===== config.mk =====
export PLATFORM = sky130hd
export DESIGN_NAME = mem_arbiter
export DESIGN_NICKNAME = d
export VERILOG_FILES = /design/src/rtl/mem_arbiter.sv
export SDC_FILE = /design/constraint.sdc
export NUM_CORES = 1
export LEC_CHECK = 0
export CORE_MARGIN = 4
export CORE_UTILIZATION = 23
export CTS_CLUSTER_SIZE = 24
export DETAILED_ROUTE_END_ITERATION = 16
export DONT_BUFFER_PORTS = 1
export PLACE_DENSITY = 0.41
export SKIP_CTS_REPAIR_TIMING = 1
export SYNTH_ARGS = -nofsm -noshare
export SYNTH_HDL_FRONTEND = slang
export SYNTH_SLANG_ARGS = --single-unit
export TNS_END_PERCENT = 5

===== constraint.sdc =====
create_clock -name i_clk -period 10.3 [get_ports i_clk]
set_input_delay 2.06 -clock i_clk [delete_from_list [all_inputs] [get_ports i_clk]]
set_output_delay 2.06 -clock i_clk [all_outputs]
set_load 0.01 [all_outputs]

===== src/rtl/mem_arbiter.sv =====
// Two-requester arbiter sharing one ready/valid memory port between instruction fetch and
// load/store. One transaction in flight; each response is routed back to its issuer.
module mem_arbiter #(
    parameter bit PRIORITY_DATA = 1'b1
) (
    input  logic        i_clk,
    input  logic        i_rst,
    input  logic        i_imem_req,
    input  logic [31:0] i_imem_addr,
    output logic        o_imem_gnt,
    output logic        o_imem_valid,
    output logic [31:0] o_imem_rdata,
    input  logic        i_dmem_req,
    input  logic [31:0] i_dmem_addr,
    input  logic        i_dmem_wen,
    input  logic [31:0] i_dmem_wdata,
    input  logic [3:0]  i_dmem_mask,
    output logic        o_dmem_gnt,
    output logic        o_dmem_valid,
    output logic [31:0] o_dmem_rdata,
    output logic        o_mem_req,
    output logic [31:0] o_mem_addr,
    output logic        o_mem_wen,
    output logic [31:0] o_mem_wdata,
    output logic [3:0]  o_mem_mask,
    input  logic        i_mem_ready,
    input  logic        i_mem_valid,
    input  logic [31:0] i_mem_rdata,
    output logic        o_busy
);

    typedef enum logic [1:0] {StIdle, StIssue, StWait} state_e;

    state_e      state_q, state_d;
    logic [31:0] addr_q, addr_d;
    logic [31:0] wdata_q, wdata_d;
    logic        wen_q, wen_d;
    logic [3:0]  mask_q, mask_d;
    logic        tag_q, tag_d;            // 1 = data transaction
    logic        last_gnt_q, last_gnt_d;  // 1 = data was granted last
    logic        imem_valid_q, imem_valid_d;
    logic        dmem_valid_q, dmem_valid_d;
    logic [31:0] imem_rdata_q, imem_rdata_d;
    logic [31:0] dmem_rdata_q, dmem_rdata_d;
    logic        any_req, pick_data, imem_gnt, dmem_gnt;

    assign any_req   = i_imem_req | i_dmem_req;
    // On a tie under round-robin, data wins unless it was the last one granted.
    assign pick_data = (i_imem_req & i_dmem_req) ? (PRIORITY_DATA | ~last_gnt_q) : i_dmem_req;

    always_comb begin
        state_d      = state_q;
        addr_d       = addr_q;
        wdata_d      = wdata_q;
        wen_d        = wen_q;
        mask_d       = mask_q;
        tag_d        = tag_q;
        last_gnt_d   = last_gnt_q;
        imem_valid_d = 1'b0;
        dmem_valid_d = 1'b0;
        imem_rdata_d = imem_rdata_q;
        dmem_rdata_d = dmem_rdata_q;
        imem_gnt     = 1'b0;
        dmem_gnt     = 1'b0;
        case (state_q)
            StIdle: begin
                if (any_req) begin
                    imem_gnt   = ~pick_data;
                    dmem_gnt   = pick_data;
                    last_gnt_d = pick_data;
                    tag_d      = pick_data;
                    state_d    = StIssue;
                    if (pick_data) begin
                        addr_d  = i_dmem_addr & 32'hFFFF_FFFC;
                        wen_d   = i_dmem_wen;
                        wdata_d = i_dmem_wdata;
                        mask_d  = i_dmem_mask;
                    end else begin
                        addr_d  = i_imem_addr & 32'hFFFF_FFFC;
                        wen_d   = 1'b0;
                        wdata_d = 32'h0;
                        mask_d  = 4'hF;
                    end
                end
            end
            StIssue: begin
                if (i_mem_ready) begin
                    state_d = StWait;
                end
            end
            StWait: begin
                if (i_mem_valid) begin
                    state_d = StIdle;
                    if (tag_q) begin
                        dmem_valid_d = 1'b1;
                        dmem_rdata_d = wen_q ? 32'h0 : i_mem_rdata;
                    end else begin
                        imem_valid_d = 1'b1;
                        imem_rdata_d = i_mem_rdata;
                    end
                end
            end
            default: state_d = StIdle;
        endcase
    end

    always_ff @(posedge i_clk or posedge i_rst) begin
        if (i_rst) begin
            state_q      <= StIdle;
            addr_q       <= 32'h0;
            wdata_q      <= 32'h0;
            wen_q        <= 1'b0;
            mask_q       <= 4'h0;
            tag_q        <= 1'b0;
            last_gnt_q   <= 1'b0;
            imem_valid_q <= 1'b0;
            dmem_valid_q <= 1'b0;
            imem_rdata_q <= 32'h0;
            dmem_rdata_q <= 32'h0;
        end else begin
            state_q      <= state_d;
            addr_q       <= addr_d;
            wdata_q      <= wdata_d;
            wen_q        <= wen_d;
            mask_q       <= mask_d;
            tag_q        <= tag_d;
            last_gnt_q   <= last_gnt_d;
            imem_valid_q <= imem_valid_d;
            dmem_valid_q <= dmem_valid_d;
            imem_rdata_q <= imem_rdata_d;
            dmem_rdata_q <= dmem_rdata_d;
        end
    end

    // Grants are combinational from the requests, so mask them while reset is held.
    assign o_imem_gnt   = imem_gnt & ~i_rst;
    assign o_dmem_gnt   = dmem_gnt & ~i_rst;
    assign o_imem_valid = imem_valid_q;
    assign o_imem_rdata = imem_rdata_q;
    assign o_dmem_valid = dmem_valid_q;
    assign o_dmem_rdata = dmem_rdata_q;
    assign o_mem_req    = (state_q == StIssue);
    assign o_mem_addr   = addr_q;
    assign o_mem_wen    = wen_q;
    assign o_mem_wdata  = wdata_q;
    assign o_mem_mask   = mask_q;
    assign o_busy       = (state_q != StIdle);

endmodule


==> results.json <==
{
  "area_growth_syn_to_layout_pct": 15.8,
  "cpPeakStageDelay_ns": 0.31,
  "grt_pass1_wl_mm": 21.4,
  "fin_worst_skew_ns": 0.00954,
  "dr.pass1.iters": 4,
  "crit_path_max_fanout": 3,
  "drt_iter0_markers": 169,
  "pre_cts_ws_ns": 5.78,
  "grt_use_met1_pct": 11.4,
  "hp-start": "o_dmem_rdata[31]$_DFFE_PP0P_",
  "final.setup.tns_ns": 0,
  "port_buffers": 0,
  "cp-end-kind": "primary output",
  "num_rows": 56,
  "timing.rr.start": "state_q[0]$_DFFE_PP0P_",
  "synth_xor_area_share_pct": 0,
  "ys_seq_area_share_pct": 61.5,
  "setup_violations": 0,
  "grtUsageMet2_pct": 17.9,
  "holdPathStages": 2,
  "cts_buffers": 17,
  "power_density_nw_per_um2": 332,
  "first_global_vias": 3586,
  "syn_inst": 412,
  "synth.distinct_cells": 24,
  "drc_errors": 0,
  "reg2reg_to": "o_imem_rdata[19]$_DFFE_PP0P_",
  "track_usage_pct": 10.5,
  "synth-adder-area-share_pct": 0,
  "clkSlewWorstSetupHoldPaths_ns": 0.06,
  "max_freq_mhz": 222,
  "fin_ws_ns": 5.80,
  "grt_setup_unrepaired": "no",
  "die_area_sq_um": 26600,
  "whs_ns": 0.559,
  "avgSynthCellArea_sq_um": 13.4,
  "coreArea_sq_um": 23500,
  "wl_per_cell_microns": 19.2,
  "ys_ff_latch": 136,
  "rr_worst_depth": 4,
  "diodes": 0,
  "cap_violations": 0,
  "clkPwrFrac_pct": 28.0,
  "sw_frac_of_total_pct": 35.8,
  "ys_warn_count": 0,
  "final_cell_mix": "136 x dfrtp_1, 92 x mux2_2, 35 x nand2_1",
  "htree_levels": 4,
  "crit_path_start": "i_imem_req",
  "finalPower_mw": 2.13,
  "numClockSinks": 136,
  "critPathRequiredTime_ns": 8.24,
  "io_pins": 278,
  "final_hold_viol_count": 0,
  "synth_compound_gate_area_share_pct": 9.36,
  "grt_antenna_before_repair": 2,
  "vdd_drop_max_mv": 0.0903,
  "p_int_mw": 1.37,
  "hold_path_end": "o_dmem_rdata[31]$_DFFE_PP0P_",
  "finalCriticalPeriod_ns": 4.50,
  "place_congestion": 0.716,
  "synth_top_family_by_area": "multiplexers",
  "fin_nets": 548,
  "clk_latency_ns": 0.42,
  "maxSlewViolCount": 0,
  "final_core_util_pct": 27.2,
  "slew_headroom_pct": 47.8,
  "num_vias": 3201,
  "critPathBufInv": 0,
  "worstHoldPathType": "reg2reg",
  "leakage_nw": 2.77,
  "cp.arrival_ns": 2.44,
  "clockRootBuffer": "clkbuf_16",
  "dp_hpwl_mm": 10.0,
  "syn_area_sq_um": 5530,
  "clk_path_buf_depth": 2,
  "status": "finished clean",
  "wl_mm": 14.2,
  "cts_tree": "yes",
  "rrSetupSlack_ns": 8.53,
  "cpMaxStageDelayCell": "nor3_1",
  "p_comb_share_pct": 20.8,
  "postRouteAntennaNets": 0,
  "busiest_layer": "met2",
  "final_common_cell": "dfrtp_1",
  "drive_above_1_share_pct": 32.0,
  "globalRouteMet3Util_pct": 4.64,
  "max_slew.worst_pin.slew_ns": 0.782,
  "grt_max_degree": 88,
  "cp_top_family": "simple AND/OR/NAND/NOR gates",
  "power.switching_mw": 0.761,
  "start_util_pct": 23.5,
  "p_seq_share_pct": 51.1,
  "synth.area.mux_share_pct": 18.7,
  "die_w_microns": 163,
  "crit_chain": "nand2_1 -> nor3_1",
  "fin_crit_sh_pct": 43.7,
  "viasPerCell": 4.32,
  "synth-simple-area-share_pct": 7.10,
  "critical_path_class": "in2out",
  "critPathLaunchType": "primary input",
  "grt-ovfl-total": 0,
  "dieHeight_microns": 163
}
-- flip-flops by register name, indices dropped and copies added (netlist names) --
register,cells
o_imem_rdata,32
state_q,2
o_mem_wdata,32
o_mem_mask,4
o_imem_valid,1
o_dmem_valid,1
o_mem_wen,1
o_dmem_rdata,32
o_mem_addr,30
tag_q,1
-- metrics by stage --
stage                     cells  instance area [sq um]
final                       741                   6410
after global routing        741                   6410
after CTS                   741                   6410
after detailed placement    709                   5830
after global placement      709                   5830
after floorplan             413                   5540
-- power groups by stage --
stage	clock network, mW	logic [mW]	registers [mW]
after floorplan	0	0.389	1.02
after global placement	0	0.440	1.11
after detailed placement	0	0.462	1.10
after CTS	0.619	0.457	1.10
after global routing	0.644	0.500	1.12
final	0.597	0.443	1.09
-- cells by family after synthesis --
| kind of cell | Yosys count |
|---|---|
| buffers and inverters | 34 |
| other | 1 |
| AO/OA/AOI/OAI | 74 |
| AND/OR/NAND/NOR | 75 |
| multiplexers | 92 |
| flip-flops | 136 |
-- worst max-delay path by stage --
stage | to | slack, ns | cells after the start
after floorplan | o_dmem_rdata[0]$_DFFE_PP0P_ | 4.60 | 1
after global placement | o_imem_gnt | 5.77 | 2
after detailed placement | o_imem_gnt | 5.78 | 2
after CTS | o_imem_gnt | 5.78 | 2
after global routing | o_imem_gnt | 5.78 | 2
final | o_imem_gnt | 5.80 | 2
-- per-layer routing --
layer	share of wire [%]	vias up
met4	1.8	4
met2	52	136
met5	0.15	-
met3	8.9	16
li1	-	1434
met1	37	1611
-- cells in the mapped netlist, drive strengths merged --
cell type  count  area (sq um)
a21o           1          7.51
a22o          33           289
and2           1          6.26
buf           16           110
clkbuf        14          52.6
conb           1          3.75
dfrtp        136          3400
inv            4          15.0
mux2          92          1040
nand2         35           131
nand2b        34           213
nand4b         1          8.76
nor2           2          10.0
nor3           1          5.00
nor3b          1          18.8
o21a           1          7.51
o21ai         35           179
o22a           4          35.0
-- cell type report --
cell class | count | area (sq um)
Tap cell | 319 | 399
Clock buffer | 18 | 439
Timing Repair Buffer | 7 | 52.6
Clock inverter | 14 | 139
Sequential cell | 136 | 3400
Inverter | 4 | 20.0
Multi-Input combinational cell | 243 | 1950
Fill cell | 2471 | 17100
Power figures use the tool's default switching activity.
